===== src/rtl/bpf_run_ctrl.sv =====
// bpf_run_ctrl: sequences packet claim, BPF core run, verdict report and buffer release.
// Optional watchdog forced-reject enabled by defining BPF_RUN_WDOG_EN.
module bpf_run_ctrl #(
  parameter int SNOOP_FWD_ADDR_WIDTH = 9,
  parameter int WDOG_LIMIT = 4095,
  parameter int WDOG_WIDTH = 13,
  localparam int PLEN_W = SNOOP_FWD_ADDR_WIDTH + 1
) (
  input  logic              clk,
  input  logic              rst,
  input  logic              pkt_ready,
  input  logic [PLEN_W-1:0] pkt_len,
  output logic              buf_claim,
  output logic              cpu_rst,
  input  logic              cpu_acc,
  input  logic              cpu_rej,
  output logic              fwd_valid,
  input  logic              fwd_ready,
  output logic [PLEN_W-1:0] fwd_len,
  output logic              buf_release,
  output logic              timeout,
  output logic              busy
);
  typedef enum logic [2:0] {IDLE, LOAD, RUN, REPORT, RELEASE} state_t;
  state_t state_q, state_d;
  logic [PLEN_W-1:0] len_q, len_d, fwd_len_q;
  logic buf_claim_q, cpu_rst_q, fwd_valid_q, buf_release_q, busy_q;
  logic wdog_hit;
`ifdef BPF_RUN_WDOG_EN
  logic [WDOG_WIDTH-1:0] wdog_q, wdog_d;
  logic timeout_q;
  assign wdog_hit = wdog_q == WDOG_WIDTH'(WDOG_LIMIT);
  always_comb wdog_d = state_q == LOAD ? '0 :
                       (state_q == RUN && wdog_q != '1) ? wdog_q + 1'b1 : wdog_q;
  always_ff @(posedge clk or posedge rst)
    if (rst) begin
      wdog_q    <= '0;
      timeout_q <= 1'b0;
    end else begin
      wdog_q    <= wdog_d;
      timeout_q <= state_q == RUN && !cpu_acc && !cpu_rej && wdog_hit;
    end
  assign timeout = timeout_q;
`else
  assign wdog_hit = 1'b0;
  assign timeout  = 1'b0;
`endif
  // Reject wins over accept; any verdict wins over the watchdog.
  always_comb begin
    state_d = state_q;
    len_d   = len_q;
    case (state_q)
      IDLE: if (pkt_ready) begin
        state_d = LOAD;
        len_d   = pkt_len;
      end
      LOAD:    state_d = RUN;
      RUN:     state_d = cpu_rej ? RELEASE : cpu_acc ? REPORT : wdog_hit ? RELEASE : RUN;
      REPORT:  state_d = fwd_ready ? RELEASE : REPORT;
      RELEASE: state_d = IDLE;
      default: state_d = IDLE;
    endcase
  end
  always_ff @(posedge clk or posedge rst)
    if (rst) begin
      state_q       <= IDLE;
      len_q         <= '0;
      fwd_len_q     <= '0;
      buf_claim_q   <= 1'b0;
      cpu_rst_q     <= 1'b1;
      fwd_valid_q   <= 1'b0;
      buf_release_q <= 1'b0;
      busy_q        <= 1'b0;
    end else begin
      state_q       <= state_d;
      len_q         <= len_d;
      fwd_len_q     <= state_d == REPORT ? len_d : '0;
      buf_claim_q   <= state_d == LOAD;
      cpu_rst_q     <= state_d != RUN;
      fwd_valid_q   <= state_d == REPORT;
      buf_release_q <= state_d == RELEASE;
      busy_q        <= state_d != IDLE;
    end
  assign buf_claim   = buf_claim_q;
  assign cpu_rst     = cpu_rst_q;
  assign fwd_valid   = fwd_valid_q;
  assign fwd_len     = fwd_len_q;
  assign buf_release = buf_release_q;
  assign busy        = busy_q;
endmodule


===== config.mk =====
export PLATFORM = sky130hd
export DESIGN_NAME = bpf_run_ctrl
export DESIGN_NICKNAME = d
export VERILOG_FILES = /design/src/rtl/bpf_run_ctrl.sv
export SDC_FILE = /design/constraint.sdc
export NUM_CORES = 1
export LEC_CHECK = 0
export CAP_MARGIN = 0
export CORE_ASPECT_RATIO = 0.9
export CORE_MARGIN = 2
export CORE_UTILIZATION = 45
export CTS_BUF_LIST = sky130_fd_sc_hd__clkbuf_8 sky130_fd_sc_hd__clkbuf_16
export CTS_CLUSTER_SIZE = 28
export DETAILED_ROUTE_END_ITERATION = 8
export MAX_ROUTING_LAYER = met4
export PLACE_DENSITY = 0.77
export SLEW_MARGIN = 20
export SYNTH_ARGS = -nofsm -noshare
export SYNTH_HDL_FRONTEND = slang
export SYNTH_SLANG_ARGS = --single-unit

===== constraint.sdc =====
create_clock -name clk -period 1.91 [get_ports clk]
set_input_delay 0.382 -clock clk [delete_from_list [all_inputs] [get_ports clk]]
set_output_delay 0.382 -clock clk [all_outputs]
set_load 0.005 [all_outputs]

==> metrics.yaml, run 1 <==
status: "complete, no violations"
p_per_area_mw_per_mm2: 1310
via_per_inst: 4.66
path_clk_slew_ns: 0.09
ir_worst_vdd_uv: 1040
grt_pass1_vias: 669
syn_avg_cell_area_sq_um: 15.4
layout_setup_ws_ns: 0.236
drtAntennaViolNets: 0
yosysSeqAreaShare: 0.660
dp_slack_ns: -0.00149
grt_max_degree: 29
rsz0062_at_grt: "false"
drc_errors: 0
syn_nets: 85
maxSlewViolCount: 0
num_vias: 606
synth_cell_types: 22
crit_path_top_delay_cell: "dfstp_2"
io_buffers: 30
critPathTopFamily: "flip-flops"
p_leak_nw: 0.702
cts_tree: "yes"
io_pins: 32
crit_start: "cpu_rst$_DFF_PP1_"
finClkSkew_ns: 0.00356
synth_warnings: 0
cts_setup_buffers: 0
crit_buf_inv: 1
drt-total-wl_mm: 1.79
setup.worst_path.start_class: "flip-flop"
die_y_um: 50.1
dieArea_sq_mm: 0.00277
crit_path_end_kind: "output port"
htreeDepth: 1
ctsResizeCount: 0
cts-root-buf: "clkbuf_8"
min_period_ns: 1.67
clk_path_buf_depth: 2
fin_area_sq_mm: 0.00146
fin_crit_sh: 0.877
drt_iter0_markers: 2
place_area_sq_mm: 0.00141
utilization: 0.665
max_cap_violations: 0
r2r-start: "state_q[0]$_DFF_PP0_"
die_x_um: 55.2
wire_per_inst_um: 13.8
hold_violations: 0
antenna_found_initial: 0
rr_endpoint: "fwd_len[7]$_DFF_PP0_"
setup_viol: 0
cp.arrival_ns: 1.29
cts_buffers: 3
critPathMaxFanout: 1
grt.overflow.total: 0
drive_above_1_share: 0.204
fmax_mhz: 597
critPathRequiredTime_ns: 1.53
synth_area_sq_mm: 0.00106
crit_path_cell_trace: "clkdlybuf4s50_1"
cts_sinks: 28
hold_buffers: 0
setup_tns_ns: 0
area_growth_syn_to_layout_pct: 37.6
n_antenna_cell: 0
gp_congestion: 0.732
initial_core_util: 0.483
ys_ff_latch: 28
drtPass1Iterations: 5
worstSetupPathType: "reg2out"
ff2ff_path_depth: 4
clkLatencyLatePin_ns: 0.27
core_sq_mm: 0.00220
hp-class: "in2async"
grt_pass1_wl_mm: 3.27
dp_hpwl_mm: 1.28
fin_nets: 120
r2r_slack_ns: 0.30
crit_path_max_incr_delay_ns: 0.53
fp-row-count: 16
track_usage: 0.165
syn_inst: 69
finalPower_w: 0.00192
logic make-up after synthesis:
group	share of synthesized area
flip-flops	0.660
AND/OR/NAND/NOR	0.142
other	0.00353
multiplexers	0.144
buffers and inverters	0.0294
AO/OA/AOI/OAI	0.0212
placed cells by master, fill, tap and decap left out, drive strengths merged:
cell and n:
or3b 1, mux2i 1, nor2b 3, inv 2
dfrtp 27, nor3b 1, nor4b 1, o21bai 1
nor3 1, nand2 1, a21bo 1, buf 3
conb 1, nor2 3, a21oi 1, nand2b 2
and2b 8, clkdlybuf4s50 30, dfstp 1, mux2 10
clkbuf 4
flip-flops by register name (all words and copies together), names as in the netlist:
signal and flops:
fwd_len 10, len_q 10, state_q 3, buf_claim 1, buf_release 1, busy 1, cpu_rst 1, fwd_valid 1
report_power, final:
part           total [W]  internal (W)  switching (W)
combinational   0.000672      0.000443       0.000228
clock           0.000355      0.000184       0.000171
sequential      0.000896      0.000798      0.0000979
worst max-delay path by stage:
stage / to / slack, ns / depth (start not counted)
2_1_floorplan: fwd_len[1]$_DFF_PP0_ / 0.36 / 4
3_3_place_gp: fwd_len[9]$_DFF_PP0_ / 0.03 / 5
3_5_place_dp: fwd_len[7]$_DFF_PP0_ / -0.001 / 5
4_1_cts: cpu_rst / 0.21 / 1
5_1_grt: cpu_rst / 0.18 / 1
6_report: cpu_rst / 0.24 / 1
area by class of cell:
cell class / instances / area, sq um
sequential: 28 / 702
fill: 176 / 738
tap: 27 / 33.8
inverter: 2 / 7.51
multi-input combinational: 36 / 330
clock buffer: 4 / 55.1
timing repair buffer: 33 / 335
through the flow:
step,cells,hold WS [ns]
floorplan,69,0.447
global placement,126,0.474
detailed placement,126,0.476
CTS,130,0.471
global route,130,0.513
finish,130,0.461
routing by layer:
layer / track usage / vias up / routed length (um)
met1: 0.191 / 296 / 745
met5: - / - / 0
met3: 0.0551 / 2 / 86
met4: 0.0610 / 0 / 6
met2: 0.268 / 21 / 956
li1: - / 287 / -
cells in the mapped netlist, drive strengths merged:
library cell,n,area share
conb,1,0.0035
nor2,3,0.011
a21oi,1,0.0047
nor3b,1,0.0071
and2b,8,0.056
nor3,1,0.0047
nand2b,2,0.012
nor2b,3,0.018
a21bo,1,0.0094
dfrtp,27,0.64
mux2i,1,0.0094
mux2,10,0.13
nand2,1,0.0035
dfstp,1,0.025
nor4b,1,0.022
buf,3,0.022
o21bai,1,0.0071
inv,2,0.0071
or3b,1,0.0082
Power figures use the tool's default switching activity.
==> run 2, diff against run 1 <==
--- a/config.mk
+++ b/config.mk
@@ -8,12 +8,12 @@
 export CAP_MARGIN = 0
 export CORE_ASPECT_RATIO = 0.9
 export CORE_MARGIN = 2
-export CORE_UTILIZATION = 45
+export CORE_UTILIZATION = 40
 export CTS_BUF_LIST = sky130_fd_sc_hd__clkbuf_8 sky130_fd_sc_hd__clkbuf_16
 export CTS_CLUSTER_SIZE = 28
 export DETAILED_ROUTE_END_ITERATION = 8
 export MAX_ROUTING_LAYER = met4
-export PLACE_DENSITY = 0.77
+export PLACE_DENSITY_LB_ADDON = 0.12
 export SLEW_MARGIN = 20
 export SYNTH_ARGS = -nofsm -noshare
 export SYNTH_HDL_FRONTEND = slang
==> constraint.sdc (replaced) <==
create_clock -name clk -period 1.4 [get_ports clk]
set_input_delay 0.28 -clock clk [delete_from_list [all_inputs] [get_ports clk]]
set_output_delay 0.28 -clock clk [all_outputs]
set_load 0.005 [all_outputs]
==> metrics.yaml, run 2 (synthesized netlist as in run 1, its figures left out) <==
final_cell_mix: "dfrtp_1, clkdlybuf4s50_1, dlymetal6s2s_1"
finalPower_w: 0.00297
wire_per_inst_um: 13.3
top_layer_used: "met4"
wl_met2_um: 856
via_per_inst: 4.51
dieArea_sq_mm: 0.00309
n_antenna_cell: 0
finalNonFillerCells: 140
p_per_area_mw_per_mm2: 1840
dp.cells: 132
max_cap_violations: 0
clkLatencyLatePin_ns: 0.27
setup.worst_path.start_class: "flip-flop"
setup_viol: 14
met1_length_um: 881
maxSlewViolCount: 0
io_pins: 32
fin_nets: 129
crit_path_end_kind: "flip-flop"
cts_sinks: 28
finClkSkew_ns: 0.00502
die_x_um: 58.4
drive_above_1_share: 0.295
fin_crit_sh: 1.08
critPathRequiredTime_ns: 1.57
rsz0062_at_grt: "true"
gp_congestion: 0.766
antenna_found_initial: 0
hold_buffers: 0
drc_errors: 0
htreeDepth: 1
mostFrequentLayoutCell: "dfrtp_1"
drtAntennaViolNets: 0
grt_max_degree: 29
status: "finished, violations left"
initial_core_util: 0.427
grt.overflow.total: 0
hp-class: "in2async"
num_vias: 631
drtPass1Iterations: 3
drt-total-wl_mm: 1.86
hold_violations: 0
setup_tns_ns: -1.12
drt_iter0_markers: 7
cts-root-buf: "clkbuf_8"
cts_tree: "yes"
layout_setup_ws_ns: -0.107
die_y_um: 52.9
grt_pass1_wl_mm: 3.06
fmax_mhz: 663
worstSetupPathType: "reg2reg"
path_clk_slew_ns: 0.10
clk_path_buf_depth: 2
p_leak_nw: 0.979
grt_pass1_vias: 652
critPathMaxFanout: 6
min_period_ns: 1.51
core_sq_mm: 0.00249
area_growth_syn_to_layout_pct: 52.1
dr_wl_met3_um: 113
ir_worst_vdd_uv: 1220
cp.arrival_ns: 1.68
io_buffers: 30
track_usage: 0.141
violations: "setup timing"
fp-row-count: 17
cts_buffers: 3
utilization: 0.650
## run 2: final cells by class
cell class	count	area [sq um]
sequential	28	703
fill	197	871
clock buffer	3	41.3
inverter	2	7.51
clock inverter	1	30.0
multi-input combinational	36	349
timing repair buffer	42	452
tap	28	35.0
## run 2: worst max-delay path, stage by stage (launching register included)
cell and delay, ns:
dfrtp_1 0.42, nor4b_4 0.34, buf_6 0.18, mux2_4 0.31
and2b_1 0.16
## run 2: final timing paths
check | startpoint | to | slack, ns | cells past startpoint
min in group clk | len_q[2]$_DFF_PP0_ | len_q[2]$_DFF_PP0_ | 0.50 | 1
setup reg to reg | state_q[2]$_DFF_PP0_ | fwd_len[5]$_DFF_PP0_ | -0.11 | 4
hold / removal | rst | fwd_len[5]$_DFF_PP0_ | 0.32 | 3
setup / recovery | state_q[2]$_DFF_PP0_ | fwd_len[5]$_DFF_PP0_ | -0.11 | 4
max in group asynchronous | rst | cpu_rst$_DFF_PP1_ | 0.85 | 3
hold reg to reg | len_q[2]$_DFF_PP0_ | len_q[2]$_DFF_PP0_ | 0.50 | 1
## run 2: through the flow
step	setup slack, ns	cell area, sq um	hold slack [ns]
CTS	-0.119	1520	0.322
floorplan	-0.106	1060	0.345
finish	-0.107	1620	0.324
global placement	-0.380	1450	0.474
global route	-0.168	1620	0.320
detailed placement	-0.383	1450	0.479
## run 2: power breakdown
group          internal (W)  total (W)  switching (W)
Combinational      0.000764    0.00115       0.000383
Clock              0.000383   0.000630       0.000247
Sequential          0.00109    0.00119       0.000104
## run 2: what timing repair did
item / in CTS / in global routing
buffers inserted: 0 / 4
pin swaps: 0 / 1
resized for setup: 4 / 22
endpoints found under the setup margin: 15 / 33
## run 2: routing by layer
layer / global-route usage / up-vias
li1: - / 306
met2: 0.200 / 19
met1: 0.195 / 304
met4: 0.0698 / 0
met3: 0.0269 / 2
met5: - / -
